<file path="config.mk">
export PLATFORM = sky130hd
export DESIGN_NAME = pipe_stage_reg
export DESIGN_NICKNAME = d
export VERILOG_FILES = /design/src/rtl/pipe_stage_reg_pkg.sv /design/src/rtl/pipe_stage_reg_entry.sv /design/src/rtl/pipe_stage_reg.sv
export SDC_FILE = /design/constraint.sdc
export NUM_CORES = 1
export LEC_CHECK = 0
export ABC_AREA = 1
export CAP_MARGIN = 30
export CORE_ASPECT_RATIO = 0.7
export CORE_MARGIN = 10
export CORE_UTILIZATION = 55
export DETAILED_ROUTE_END_ITERATION = 8
export PLACE_DENSITY = 0.86
export SETUP_SLACK_MARGIN = 0.1
export SLEW_MARGIN = 30
export SYNTH_ARGS = -nofsm -noshare
export SYNTH_HDL_FRONTEND = slang
export SYNTH_SLANG_ARGS = --single-unit
export TNS_END_PERCENT = 5
</file>
<file path="constraint.sdc">
create_clock -name CLK -period 2.41 [get_ports CLK]
set_input_delay 0.6025 -clock CLK [delete_from_list [all_inputs] [get_ports CLK]]
set_output_delay 0.6025 -clock CLK [all_outputs]
set_load 0.1 [all_outputs]
</file>
<file path="src/rtl/pipe_stage_reg_pkg.sv">
// Shared definitions for the pipeline stage register: occupancy states,
// default datapath widths and the bit positions of each control signal.
package pipe_stage_reg_pkg;

    localparam int DEF_PAYLOAD_W = 133;
    localparam int DEF_CTRL_W    = 7;

    localparam int PCSRC    = 6;
    localparam int JTOPC    = 5;
    localparam int BRANCH   = 4;
    localparam int REGWRITE = 3;
    localparam int MEMWRITE = 2;
    localparam int MEMREAD  = 1;
    localparam int MEMTOREG = 0;

    typedef enum logic [1:0] {
        OCC_EMPTY = 2'd0,
        OCC_ONE   = 2'd1,
        OCC_TWO   = 2'd2
    } occ_state_t;

endpackage

</file>
<file path="src/rtl/pipe_stage_reg_entry.sv">
// One held instruction: valid flag, payload and control bits with load and clear.
// Clearing drops the control bits to zero but leaves the payload stale on purpose.
module pipe_entry
    import pipe_stage_reg_pkg::*;
#(
    parameter int PAYLOAD_W = DEF_PAYLOAD_W,
    parameter int CTRL_W    = DEF_CTRL_W
) (
    input  logic                 clk,
    input  logic                 rst_n,
    input  logic                 i_load,
    input  logic                 i_clear,
    input  logic [PAYLOAD_W-1:0] i_data,
    input  logic [CTRL_W-1:0]    i_ctrl,
    output logic                 o_valid,
    output logic [PAYLOAD_W-1:0] o_data,
    output logic [CTRL_W-1:0]    o_ctrl
);

    logic                 r_valid;
    logic [PAYLOAD_W-1:0] r_data;
    logic [CTRL_W-1:0]    r_ctrl;

    always_ff @(posedge clk or negedge rst_n) begin
        if (!rst_n) begin
            r_valid <= 1'b0;
            r_data  <= '0;
            r_ctrl  <= '0;
        end else if (i_clear) begin
            r_valid <= 1'b0;
            r_ctrl  <= '0;
        end else if (i_load) begin
            r_valid <= 1'b1;
            r_data  <= i_data;
            r_ctrl  <= i_ctrl;
        end
    end

    assign o_valid = r_valid;
    assign o_data  = r_data;
    assign o_ctrl  = r_ctrl;

endmodule

</file>
<file path="src/rtl/pipe_stage_reg.sv">
// Pipeline stage register with valid/ready handshake, optional skid entry,
// synchronous flush and a saturating downstream-stall counter.
module pipe_stage_reg
    import pipe_stage_reg_pkg::*;
#(
    parameter int PAYLOAD_W = DEF_PAYLOAD_W,
    parameter int CTRL_W    = DEF_CTRL_W,
    parameter int SKID      = 1,
    parameter int CNT_W     = 16
) (
    input  logic                 CLK,
    input  logic                 RST_N,
    input  logic                 in_valid,
    output logic                 in_ready,
    input  logic [PAYLOAD_W-1:0] in_data,
    input  logic [CTRL_W-1:0]    in_ctrl,
    input  logic                 flush,
    output logic                 out_valid,
    input  logic                 out_ready,
    output logic [PAYLOAD_W-1:0] out_data,
    output logic [CTRL_W-1:0]    out_ctrl,
    output logic [CNT_W-1:0]     stall_cnt
);

    occ_state_t           r_state;
    occ_state_t           w_next_state;
    logic [CNT_W-1:0]     r_stall_cnt;

    logic                 w_accept;
    logic                 w_release;
    logic                 w_head_load;
    logic                 w_head_clear;
    logic                 w_skid_load;
    logic                 w_skid_clear;
    logic                 w_skid_valid;
    logic [PAYLOAD_W-1:0] w_skid_data;
    logic [CTRL_W-1:0]    w_skid_ctrl;
    logic [PAYLOAD_W-1:0] w_head_data;
    logic [CTRL_W-1:0]    w_head_ctrl;

    // Without a skid entry, a full stage can only take a new word when the head leaves.
    always_comb begin
        if (SKID != 0) begin
            in_ready = (r_state != OCC_TWO);
        end else begin
            in_ready = (r_state == OCC_EMPTY) || out_ready;
        end
    end

    assign w_accept  = in_valid && in_ready;
    assign w_release = out_valid && out_ready;

    always_comb begin
        w_next_state = r_state;
        w_head_load  = 1'b0;
        w_head_clear = 1'b0;
        w_skid_load  = 1'b0;
        w_skid_clear = 1'b0;
        if (flush) begin
            w_next_state = OCC_EMPTY;
            w_head_clear = 1'b1;
            w_skid_clear = 1'b1;
        end else begin
            case (r_state)
                OCC_EMPTY: begin
                    if (w_accept) begin
                        w_head_load  = 1'b1;
                        w_next_state = OCC_ONE;
                    end
                end
                OCC_ONE: begin
                    if (w_accept && w_release) begin
                        w_head_load = 1'b1;
                    end else if (w_accept && (SKID != 0)) begin
                        w_skid_load  = 1'b1;
                        w_next_state = OCC_TWO;
                    end else if (w_release) begin
                        w_head_clear = 1'b1;
                        w_next_state = OCC_EMPTY;
                    end
                end
                OCC_TWO: begin
                    if (w_release) begin
                        w_head_load  = 1'b1;
                        w_skid_clear = 1'b1;
                        w_next_state = OCC_ONE;
                    end
                end
                default: begin
                    w_next_state = OCC_EMPTY;
                    w_head_clear = 1'b1;
                    w_skid_clear = 1'b1;
                end
            endcase
        end
    end

    always_ff @(posedge CLK or negedge RST_N) begin
        if (!RST_N) begin
            r_state <= OCC_EMPTY;
        end else begin
            r_state <= w_next_state;
        end
    end

    // The skid entry, when occupied, is always older than anything upstream.
    assign w_head_data = w_skid_valid ? w_skid_data : in_data;
    assign w_head_ctrl = w_skid_valid ? w_skid_ctrl : in_ctrl;

    pipe_entry #(
        .PAYLOAD_W (PAYLOAD_W),
        .CTRL_W    (CTRL_W)
    ) u_head (
        .clk     (CLK),
        .rst_n   (RST_N),
        .i_load  (w_head_load),
        .i_clear (w_head_clear),
        .i_data  (w_head_data),
        .i_ctrl  (w_head_ctrl),
        .o_valid (out_valid),
        .o_data  (out_data),
        .o_ctrl  (out_ctrl)
    );

    pipe_entry #(
        .PAYLOAD_W (PAYLOAD_W),
        .CTRL_W    (CTRL_W)
    ) u_skid (
        .clk     (CLK),
        .rst_n   (RST_N),
        .i_load  (w_skid_load),
        .i_clear (w_skid_clear),
        .i_data  (in_data),
        .i_ctrl  (in_ctrl),
        .o_valid (w_skid_valid),
        .o_data  (w_skid_data),
        .o_ctrl  (w_skid_ctrl)
    );

    always_ff @(posedge CLK or negedge RST_N) begin
        if (!RST_N) begin
            r_stall_cnt <= '0;
        end else if (out_valid && !out_ready && (r_stall_cnt != '1)) begin
            r_stall_cnt <= r_stall_cnt + CNT_W'(1);
        end
    end

    assign stall_cnt = r_stall_cnt;

endmodule

</file>
== Word level (Yosys, flattened, before mapping) ==
Index checks and enable logic that the tools add are counted.

* Bitwise operators: 2
* $add $sub $neg: 1
* Equality and inequality tests: 8
* Multiplexer cells: 31
* Reduce and logical (&&, ||, !) cells: 14

{| class="wikitable"
|+ Operators by type and width
! cell !! number
|-
| two-way mux 133 bit || 1
|-
| two-way mux 7 bit || 5
|-
| adder 16 x 1 -> 16 bit (second input constant) || 1
|-
| != test 16 bit (second input constant) || 1
|-
| two-way mux 1 bit || 15
|-
| two-way mux 2 bit || 6
|-
| != test 3 bit (second input constant) || 3
|-
| one-hot mux 2 bit (3 select lines) || 1
|-
| logical AND 1 bit || 5
|-
| != test 4 bit (second input constant) || 1
|-
| one-hot mux 1 bit (2 select lines) || 2
|-
| AND reduction 2 bit || 2
|-
| AND reduction 4 bit || 1
|-
| nonzero test 2 bit || 2
|-
| OR reduction 2 bit || 2
|-
| one-hot mux 1 bit (3 select lines) || 1
|-
| equality test 2 x 1 -> 1 bit (second input constant) || 1
|-
| equality test 2 bit (second input constant) || 1
|-
| zero test 2 bit || 1
|-
| != test 2 bit (second input constant) || 1
|-
| NOT 1 bit || 2
|-
| zero test 1 bit || 1
|}

* Output and inout bits: 158
* Input bits: 145
* Register bits after elaboration: 300

== Depth between registers and ports, before layout ==
* Word-level depth: 8
* Mapped depth: 9
* Gate-level depth less buffers: 8

== Modules after synthesis ==
A second synthesis with hierarchy kept.

* Cells, all modules: 1553
* Area, all modules: 13989.7 µm²

{| class="wikitable"
|+ Modules (own cells, without submodules)
! module !! sequential area each (µm²) !! area each (µm²) !! times used !! cells an instance
|-
| pipe_entry || 3528.4 || 5580.4 || 2 || 611
|-
| pipe_stage_reg || 450.4 || 2829.0 || 1 || 331
|}

== Worst setup path before layout ==
Ideal clock, no wire load.

* Path type: register to register
* Start point: register r_stall_cnt[0] (netlist: stall_cnt[0])
* End point: register r_stall_cnt[2] (netlist: stall_cnt[2])
* Path slack: 0.113 ns
* Setup time: 0.121 ns
* Clock period less this slack: 2.297 ns
* Buffers on the path: 1
* Stages on the path, launching flop included: 10
* Data arrival time: 2.176 ns
* Cells stage by stage: dfrtp_1 ha_1 nand3_2 inv_1 nand2_1 o21ai_2 nand2_2 buf_2 nand2_1 nand2_1

* Cells in the longest elaborated chain, start to end: 2
* Elaborated cells on any way between the ends: 3

{| class="wikitable"
|+ RTL lines
! item !! RTL line !! text
|-
| start: declaration || pipe_stage_reg.sv:27 || <nowiki>logic [CNT_W-1:0] r_stall_cnt;</nowiki>
|-
| start signal: assignment || pipe_stage_reg.sv:144 || <nowiki>r_stall_cnt <= r_stall_cnt + CNT_W'(1);</nowiki>
|-
| branches (longest 2 deep; another with adder 16 x 1 -> 16 bit) || -- ||
|}

Parallel ways; which one is timed is not known.
A chain may end at the register's enable or synchronous reset.

== Final worst setup path ==
* Start point: register r_state[0]
* End point: output in_ready

* Cells in the longest elaborated chain, start to end: 1

{| class="wikitable"
|+ RTL lines
! item !! RTL line !! text
|-
| start: declaration || pipe_stage_reg.sv:25 || <nowiki>occ_state_t r_state;</nowiki>
|-
| start signal: assignment || pipe_stage_reg.sv:102 || <nowiki>r_state <= w_next_state;</nowiki>
|-
| != test 2 bit || pipe_stage_reg.sv:44 || <nowiki>in_ready = (r_state != OCC_TWO);</nowiki>
|-
| end: declaration || pipe_stage_reg.sv:14 || <nowiki>output logic in_ready,</nowiki>
|}

Every way passes these cells.

==> impl_metrics.json <==
{
  "tritoncts": "yes",
  "yosys.area.top_type_share": 0.564,
  "grt_usage": 0.237,
  "io_buffers": 302,
  "cts_root_buffer": "clkbuf_16",
  "boundaryPins": 303,
  "rsz0062_at_grt": "false",
  "crit_chain": "inv_1 > nand2_1 > buf_4",
  "place_hpwl_um": 25900,
  "status": "finished clean",
  "layout.cells.non_filler": 2276,
  "syn_area_um2": 13300,
  "maxSlewHeadroom": 0.554,
  "dpl_cell_area_um2": 16300,
  "die_h_um": 150,
  "fin_area_um2": 17300,
  "cts_sinks": 300,
  "synth_cell_types": 27,
  "die_area_um2": 30900,
  "ys_ff_latch": 300,
  "hold_path.class": "flip-flop to flip-flop",
  "syn-num-nets": 1811,
  "max_freq_mhz": 483,
  "core-area_um2": 23800,
  "worstMarginPinSlew_ps": 667,
  "cts_buffer_depth": 3,
  "die_w_um": 206,
  "max_stage_delay_ps": 450,
  "postCtsResizedCells": 0,
  "drv_slew": 0,
  "first_global_vias": 11702,
  "num-nets-final": 2082,
  "cp_top_family": "flip-flops",
  "hold_viol": 0,
  "crit_slowest_cell": "dfrtp_1",
  "cts_buffers": 28,
  "drive_gt1_frac": 0.129,
  "routed_wl_um": 37400,
  "cap_violations": 0,
  "criticalPathCategory": "flip-flop to primary output",
  "critPathBufInv": 2,
  "antenna_found_initial": 0,
  "grt_overflow": 0,
  "drcViolationCount": 0,
  "worstPathMaxFanout": 6,
  "post_cts_buffers": 0,
  "detail_route.first_pass.iterations": 6,
  "syn-instance-count": 1665,
  "finalCoreUtilization": 0.727,
  "synth_seq_area_share": 0.564,
  "grt_pass1_wl_um": 60400,
  "start_util": 0.561,
  "avgRoutedWirePerCell_um": 16.4,
  "crit_required_ps": 1810,
  "place.gp.congestion": 0.851,
  "worstPathArrival_ps": 1470,
  "start_kind": "flip-flop",
  "setup_tns_ps": 0,
  "area_growth_syn_to_layout_pct": 29.7,
  "period_minus_slack_ps": 2070,
  "clkLatencyLatePin_ps": 540,
  "synthTopCellsByArea": "dfrtp_1 56%, nand2_1 21%, o21ai_0 6.2%, o21ai_1 4.7%, inv_1 4.3%",
  "rows": 47,
  "htree_num_levels": 1,
  "grt_max_degree": 92,
  "cts.clk_slew.worst_paths_ps": 70,
  "antennaDiodeCount": 0,
  "yosys_warnings": 0,
  "finClkSkew_ps": 8.64,
  "ff2ff_setup_slack_ps": 610,
  "drtAntennaViolNets": 0,
  "drtIter0Drc": 998,
  "syn_avg_cell_area_um2": 8.00,
  "period_share": 0.858,
  "dp.cells": 2223,
  "endpoint_kind": "primary output",
  "finalSetupViolCount": 0,
  "yosysTopAreaCell": "dfrtp_1",
  "vias": 11888,
  "vias_per_cell": 5.22
}
-- cells in the mapped netlist, drive strengths merged --
cell    count
nand2     743
dfrtp     300
o21ai     289
inv       157
buf        69
nand3      41
clkbuf     25
nor2       23
nand4       5
xnor2       5
xor2        3
a21boi      1
ha          1
mux2i       1
nor3        1
o22ai       1
-- cell type report --
cell class                      instances  area (um2)
Tap cell                              318         398
Fill cell                            1726        6480
Timing Repair Buffer                  335        3060
Clock buffer                           35         778
Inverter                              157         592
Clock inverter                         17         223
Sequential cell                       300        7510
Multi-Input combinational cell       1114        4720
-- through the flow --
stage	hold slack, ps	setup WS, ps
after floorplan	307	113
after global placement	464	134
after detailed placement	466	1.29
after CTS	484	334
after global routing	501	283
final	483	341
-- cell usage in the layout (no fill, tap or decap) --
cell               n
nor3_2             1
xor2_1             3
xnor2_1            5
dfrtp_1          299
clkinv_2           7
dfrtp_4            1
clkinvlp_4         5
clkdlybuf4s50_1  143
nor2_4             1
buf_12            14
inv_1            154
bufinv_16          5
nand4_1            5
nand2_1          740
o21ai_2            1
nand2_8            1
nand2_2            1
inv_2              2
o21ai_1          124
o22ai_1            1
nor2_1            21
ha_1               1
dlygate4sd3_1      1
o21ai_0          164
nor2_2             1
buf_4            176
clkbuf_16         29
buf_8              1
mux2i_1            1
a21boi_0           1
clkbuf_8           3
inv_4              1
nand3_1           40
nand2_4            1
nand3_2            1
clkbuf_1           3
-- registers in the layout, summed over array words and instances (netlist names) --
name	flops
u_head.o_ctrl	7
u_head.o_valid	1
u_skid.o_data	133
u_head.o_data	133
r_state	2
stall_cnt	16
u_skid.o_ctrl	7
u_skid.o_valid	1
-- timing repair --
| action | 4_1_cts | 5_1_grt |
|---|---|---|
| hold endpoints to repair | 45 | 0 |
| hold buffers | 1 | 0 |
| setup endpoints to repair | 0 | 0 |
-- metal layers --
| layer | vias up | share of wire | global-route usage |
|---|---|---|---|
| li1 | 5703 | - | - |
| met1 | 5617 | 0.42 | 0.322 |
| met2 | 494 | 0.46 | 0.370 |
| met3 | 74 | 0.091 | 0.0584 |
| met4 | 0 | 0.028 | 0.0706 |
| met5 | - | 0 | 0 |
-- worst paths after layout --
| path | start | endpoint | cells after the start |
|---|---|---|---|
| max in group asynchronous | RST_N | u_head.o_data[81]$_DFFE_PN0P_ | 3 |
| setup / recovery | r_state[0]$_DFFE_PN0P_ | in_ready | 3 |
| min in group asynchronous | RST_N | stall_cnt[7]$_DFFE_PN0P_ | 2 |
| hold reg to reg | u_head.o_data[87]$_DFFE_PN0P_ | u_head.o_data[87]$_DFFE_PN0P_ | 2 |
| hold / removal | u_head.o_data[87]$_DFFE_PN0P_ | u_head.o_data[87]$_DFFE_PN0P_ | 2 |
| setup reg to reg | stall_cnt[13]$_DFFE_PN0P_ | stall_cnt[11]$_DFFE_PN0P_ | 7 |
-- cells by family after synthesis --
kind of cell / count (synthesis) / synth area share
AOI/OAI and AO/OA: 291 / 0.110
xor gates and xnor gates: 8 / 0.00526
adders and majority gates: 1 / 0.000939
buffers and inverters: 251 / 0.0831
DFF: 300 / 0.564
muxes: 1 / 0.000752
and+or+nand+nor: 813 / 0.236
-- worst register-to-register path, cell delays in order, from the launching register on --
cell and delay, ps:
dfrtp_1 480, nand2_1 120, nor2_1 190, nor3_2 80, inv_1 360, nand2_2 280, nand2_1 120, nand2_1 60
Power is not shown: default switching activity piles up to over one toggle a cycle in this logic, so the estimate is an artifact.
==> RTL edit 1: new RTL, same settings <==
Change the package constant `DEF_CTRL_W` from 7 to 9.
--- a/src/rtl/pipe_stage_reg_pkg.sv
+++ b/src/rtl/pipe_stage_reg_pkg.sv
@@ -3,7 +3,7 @@
 package pipe_stage_reg_pkg;
 
     localparam int DEF_PAYLOAD_W = 133;
-    localparam int DEF_CTRL_W    = 7;
+    localparam int DEF_CTRL_W    = 9;
 
     localparam int PCSRC    = 6;
     localparam int JTOPC    = 5;
Ports: changed (resized in_ctrl and out_ctrl); port bits go from 303 to 307. No check against the original RTL was run, so the function may have changed too.
==> RTL edit 1 against the original RTL <==
Count of clock-buffer cells in the layout grew 8; routed wire length grew 2.5%; area after synthesis is 0.72% higher; first-iteration DRC count increased by 5.5%; final area rose by 0.91%; sequential cell count increased by 4; worst hold slack worse by 0.0013 ns; highest routed layer is now met5; die area increased by 0.64%; critical endpoint unchanged; core utilization increased by 0.48 points; worst setup slack improved by 0.020 ns.
Power is left out: the tool's default activity adds up to more than one toggle a clock period on the data nets, which glitch-free logic cannot reach.
==> RTL edit 1: results (changes against the original RTL) <==
<table>
<tr><th>Metric</th><th>Value</th></tr>
<tr><th colspan="2">Placed design</th></tr>
<tr><td>Input/output buffers</td><td>306 (+1.3%)</td></tr>
<tr><td>DP HPWL</td><td>26370 um (+1.9%)</td></tr>
<tr><td>Routability congestion estimate from global placement</td><td>0.8710 (+2.4%)</td></tr>
<tr><th colspan="2">GRT</th></tr>
<tr><td>Largest net degree at the start of global routing</td><td>124 (+35%)</td></tr>
<tr><td>GR Util met2</td><td>38.04% (+1.0 points)</td></tr>
<tr><td>Initial antenna violation count</td><td>7 (+7)</td></tr>
<tr><td>Global Route met1 Usage</td><td>32.45% (+0.21 points)</td></tr>
<tr><td>GR Layer Usage met3</td><td>6.076% (+0.24 points)</td></tr>
<tr><td>First-pass GRT wire length</td><td>61440 um (+1.7%)</td></tr>
<tr><th colspan="2">Worst setup path</th></tr>
<tr><td>Max FO, Critical Path</td><td>4 (-2)</td></tr>
<tr><td>Worst path max stage delay</td><td>0.40 ns (-0.05 ns)</td></tr>
<tr><th colspan="2">Status</th></tr>
<tr><td>Result of the run</td><td>complete, no violations</td></tr>
<tr><th colspan="2">Cells and area</th></tr>
<tr><td>Filler Cell Count</td><td>1660 (-3.8%)</td></tr>
<tr><td>Ratio of cells with drive above 1 in the final layout</td><td>12.17% (-0.70 points)</td></tr>
<tr><td>Net count of the finished layout</td><td>2108 (+1.2%)</td></tr>
<tr><th colspan="2">STA</th></tr>
<tr><td>Post-route clock skew</td><td>0.008412 ns (-0.0002285 ns)</td></tr>
<tr><td>Max-Slew Margin vs Limit</td><td>52.03% (-3.4 points)</td></tr>
<tr><th colspan="2">Logic synthesis</th></tr>
<tr><td>Net count after synthesis</td><td>1839 (+1.5%)</td></tr>
<tr><td>Share of synthesized area occupied by flip-flops and latches</td><td>56.71% (+0.34 points)</td></tr>
<tr><td>List of most frequent post-synthesis cells</td><td>761 x sky130_fd_sc_hd__nand2_1, 304 x sky130_fd_sc_hd__dfrtp_1, 277 x sky130_fd_sc_hd__o21ai_0</td></tr>
<tr><td>Count of cell types in the netlist</td><td>22 (-19%)</td></tr>
<tr><td>Cell types occupying the most area after synthesis</td><td>sky130_fd_sc_hd__dfrtp_1 57%, sky130_fd_sc_hd__nand2_1 21%, sky130_fd_sc_hd__o21ai_0 10%</td></tr>
<tr><th colspan="2">Routing</th></tr>
<tr><td>Total via count after detailed routing</td><td>12090 (+1.7%)</td></tr>
<tr><td>Iter 0 DRT Violations</td><td>1053 (+5.5%)</td></tr>
<tr><td>Number of detailed-routing iterations run before antenna repair</td><td>5 (-1)</td></tr>
<tr><th colspan="2">Clocking</th></tr>
<tr><td>Maximum clock path buffer count</td><td>3 (unchanged)</td></tr>
<tr><td>Cts repair resizes</td><td>0 (unchanged)</td></tr>
<tr><td>Number of buffers created by CTS</td><td>30 (+7.1%)</td></tr>
</table>
RTL edit 1: cell count changes after synthesis, sizes merged, moves of 2 or more:
cell    change
buf         -9
clkbuf     +11
dfrtp       +4
inv         +2
nand2      +20
nor2        -4
RTL edit 1: area by class of cell:
| class | instances | area [um2] | area share, % |
|---|---|---|---|
| Clock inverter | 9 | 95.09 | 0.5454 |
| Tap cell | 318 | 397.9 | 2.282 |
| Sequential cell | 304 | 7612 | 43.66 |
| Multi-Input combinational cell | 1132 | 4767 | 27.34 |
| Timing Repair Buffer | 333 | 3073 | 17.62 |
| Antenna cell | 4 | 10.01 | 0.05741 |
| Inverter | 159 | 599.3 | 3.437 |
| Clock buffer | 43 | 880.8 | 5.052 |
RTL edit 1: path summary, 6_finish.rpt:
check | to | from | cells after the start | slack (ns)
worst max register to register | u_skid.o_data[93] | r_state[1] | 7 | 0.65
min in group asynchronous | u_head.o_data[8] | RST_N | 2 | 0.58
max in group asynchronous | u_skid.o_data[88] | RST_N | 3 | 1.14
worst max-delay path | in_ready | r_state[0] | 3 | 0.36
worst min register to register | u_head.o_data[81] | u_head.o_data[81] | 2 | 0.48
worst min-delay path | u_head.o_data[81] | u_head.o_data[81] | 2 | 0.48
RTL edit 1: cell families after synthesis:
group	after synthesis	synth area share, %
AO/OA/AOI/OAI	292	10.96
XOR/XNOR	8	0.5224
adder cells (fa/ha/maj)	1	0.09326
buffers and inverters	255	7.891
flip-flops	304	56.71
AND/OR/NAND/NOR	831	23.82
RTL edit 1: per-stage QoR:
step / area (um2) / hold WS [ns] / cells / setup WS [ns] / utilization, %
2_1_floorplan: 13420 / 0.3069 / 1691 / 0.1053 / -
3_3_place_gp: 16440 / 0.4639 / 2245 / 0.1718 / 69.03
3_5_place_dp: 16440 / 0.4663 / 2245 / 0.06871 / 69.03
4_1_cts: 17430 / 0.4841 / 2298 / 0.3490 / 73.17
5_1_grt: 17430 / 0.5068 / 2299 / 0.2900 / 73.18
6_report: 17440 / 0.4815 / 2302 / 0.3613 / 73.21
RTL edit 1: per-layer routing:
metal / vias to the layer above / part of all wire, %
li1: 5779 / -
met1: 5752 / 41
met2: 482 / 47
met3: 74 / 8.8
met4: 6 / 2.8
met5: - / 0.11
RTL edit 1: tightest hold or removal path, delay by kind of cell (launching register included):
family,cells,cell delay [ns]
simple gates,2,0.10
flops,1,0.34
==> RTL edit 2: new RTL, same settings <==
Made on the original files. Put one more register stage on the output `stall_cnt`, without a reset. The value now appears one clock later. The other outputs are not delayed to match.
--- a/src/rtl/pipe_stage_reg.sv
+++ b/src/rtl/pipe_stage_reg.sv
@@ -145,7 +145,9 @@
         end
     end
 
-    assign stall_cnt = r_stall_cnt;
+    always_ff @(posedge CLK) begin
+        stall_cnt <= r_stall_cnt;
+    end
 
 endmodule
 
Behaviour: not the same (Yosys sat finds a counterexample within 4 cycles, from zero or initial values and one cycle with RST_N low).
==> RTL edit 2 against the original RTL <==
Worst setup slack got worse by 0.021 ns; clock skew up 0.0014 ns; routed wire length increased by 0.79%; count of clock-buffer cells in the layout up 11; fmax down 1.0%; final area rose by 2.2%; area after synthesis increased by 2.6%; sequential cell count rose by 16.
Power is left out: the tool's default activity adds up to more than one toggle a clock period on the data nets, which glitch-free logic cannot reach.
==> RTL edit 2: results (changes against the original RTL) <==
<table>
<tr><th>Metric</th><th>Value</th></tr>
<tr><th colspan="2">Logic synthesis</th></tr>
<tr><td>Async S/R FF share, synth</td><td>94.94% (-5.1 points)</td></tr>
<tr><td>Share of synthesized area occupied by flip-flops and latches</td><td>57.28% (+0.91 points)</td></tr>
<tr><td>Cell types occupying the most area after synthesis</td><td>sky130_fd_sc_hd__dfrtp_1 55%, sky130_fd_sc_hd__nand2_1 20%, sky130_fd_sc_hd__o21ai_0 6.0%</td></tr>
<tr><td>List of most frequent post-synthesis cells</td><td>742 x sky130_fd_sc_hd__nand2_1, 300 x sky130_fd_sc_hd__dfrtp_1, 163 x sky130_fd_sc_hd__o21ai_0</td></tr>
<tr><td>Net count after synthesis</td><td>1827 (+0.88%)</td></tr>
<tr><th colspan="2">GRT</th></tr>
<tr><td>Initial antenna violation count</td><td>0 (unchanged)</td></tr>
<tr><td>Largest net degree at the start of global routing</td><td>79 (-14%)</td></tr>
<tr><td>First-pass GRT wire length</td><td>60980 um (+0.93%)</td></tr>
<tr><td>Vias in the first global route</td><td>11820 (+1.0%)</td></tr>
<tr><td>GRT Util Overall</td><td>22.82% (-0.88 points)</td></tr>
<tr><th colspan="2">STA</th></tr>
<tr><td>Max-Slew Margin vs Limit</td><td>54.88% (-0.52 points)</td></tr>
<tr><td>Post-route clock skew</td><td>0.01002 ns (+0.001384 ns)</td></tr>
<tr><th colspan="2">Cells and area</th></tr>
<tr><td>Ratio of cells with drive above 1 in the final layout</td><td>12.94% (+0.066 points)</td></tr>
<tr><td>Filler Cell Count</td><td>1813 (+5.0%)</td></tr>
<tr><td>Net count of the finished layout</td><td>2102 (+0.96%)</td></tr>
<tr><th colspan="2">Worst setup path</th></tr>
<tr><td>Depth of the worst register-to-register path</td><td>5 (-2)</td></tr>
<tr><td>Arrival time of data at the critical path endpoint</td><td>1.49 ns (+0.02 ns)</td></tr>
<tr><td>Reg2Reg Capture Point</td><td>u_head.o_data[101]</td></tr>
<tr><td>Register-to-Register Setup Slack</td><td>0.65 ns (+0.04 ns)</td></tr>
<tr><td>FF-to-FF Start</td><td>u_skid.o_valid</td></tr>
<tr><th colspan="2">Status</th></tr>
<tr><td>Result of the run</td><td>complete, no violations</td></tr>
<tr><th colspan="2">Clocking</th></tr>
<tr><td>Number of buffers created by CTS</td><td>30 (+7.1%)</td></tr>
<tr><td>Clock-pin transition on the worst setup and hold timing paths</td><td>0.07 ns (about the same)</td></tr>
<tr><th colspan="2">Placed design</th></tr>
<tr><td>DP HPWL</td><td>25710 um (-0.63%)</td></tr>
<tr><td>Routability congestion estimate from global placement</td><td>0.8881 (+4.4%)</td></tr>
<tr><th colspan="2">Routing</th></tr>
<tr><td>Via density per instance</td><td>5.210 (-0.26%)</td></tr>
<tr><td>Detail-routed net length per standard cell</td><td>16.35 um (-0.44%)</td></tr>
<tr><td>Iter 0 DRT Violations</td><td>940 (-5.8%)</td></tr>
</table>
## RTL edit 2: cell types whose count changed in the layout (fill, tap and decap cells not counted), sizes merged
cell      delta
buf          +2
bufinv       -4
clkbuf      +11
clkinv       -3
clkinvlp     -3
dfxtp       +16
inv          +2
## RTL edit 2: worst min-delay path by stage
stage	endpoint	cells past startpoint	start	slack (ns)
floorplan	r_stall_cnt[0]	0	RST_N	0.31
global placement	stall_cnt[14]	0	r_stall_cnt[14]	0.42
detailed placement	stall_cnt[14]	0	r_stall_cnt[14]	0.43
CTS	stall_cnt[14]	0	r_stall_cnt[14]	0.44
global route	stall_cnt[14]	0	r_stall_cnt[14]	0.47
finish	stall_cnt[14]	0	r_stall_cnt[14]	0.44
## RTL edit 2: area by class of cell
class / count / share of cell area [%]
clock buffer: 46 / 5.277
sequential: 316 / 44.33
clock inverter: 9 / 0.4533
tap: 325 / 2.302
inverter: 157 / 3.350
multi-input combinational: 1114 / 26.75
timing repair buffer: 337 / 17.54
## RTL edit 2: what timing repair did
item	4_1_cts	5_1_grt
hold buffers	1	0
setup endpoints to repair	0	0
endpoints found under the hold margin	3	0
resized for setup	0	0
buffers inserted	0	0
## RTL edit 2: logic make-up (layout without fill, tap and decap cells)
logic type	Yosys count	count (layout)	share of synthesized area [%]
flip-flops	316	316	57.28
multiplexers	1	1	0.07326
adder cells (fa/ha/maj)	1	1	0.09155
AO/OA/AOI/OAI	291	291	10.76
XOR/XNOR	8	8	0.5128
AND/OR/NAND/NOR	813	813	23.03
buffers and inverters	251	549	8.250
## RTL edit 2: per-layer routing
layer  vias to the layer above  track usage [%]  part of all wire [%]
li1                       5757                -                     -
met1                      5732            30.26                    42
met2                       452            36.97                    48
met3                        62            5.120                   7.3
met4                         0            6.401                   2.4
met5                         -                0                     0
## RTL edit 2: through the flow
stage	cell area, um2	instances	hold WS, ns	worst slack, ns
after floorplan	13660	1681	0.3069	0.4309
after global placement	16640	2248	0.4179	0.2156
after detailed placement	16640	2248	0.4259	0.1184
after CTS	17670	2304	0.4413	0.3018
after global routing	17670	2304	0.4659	0.2222
final	17670	2304	0.4419	0.3206
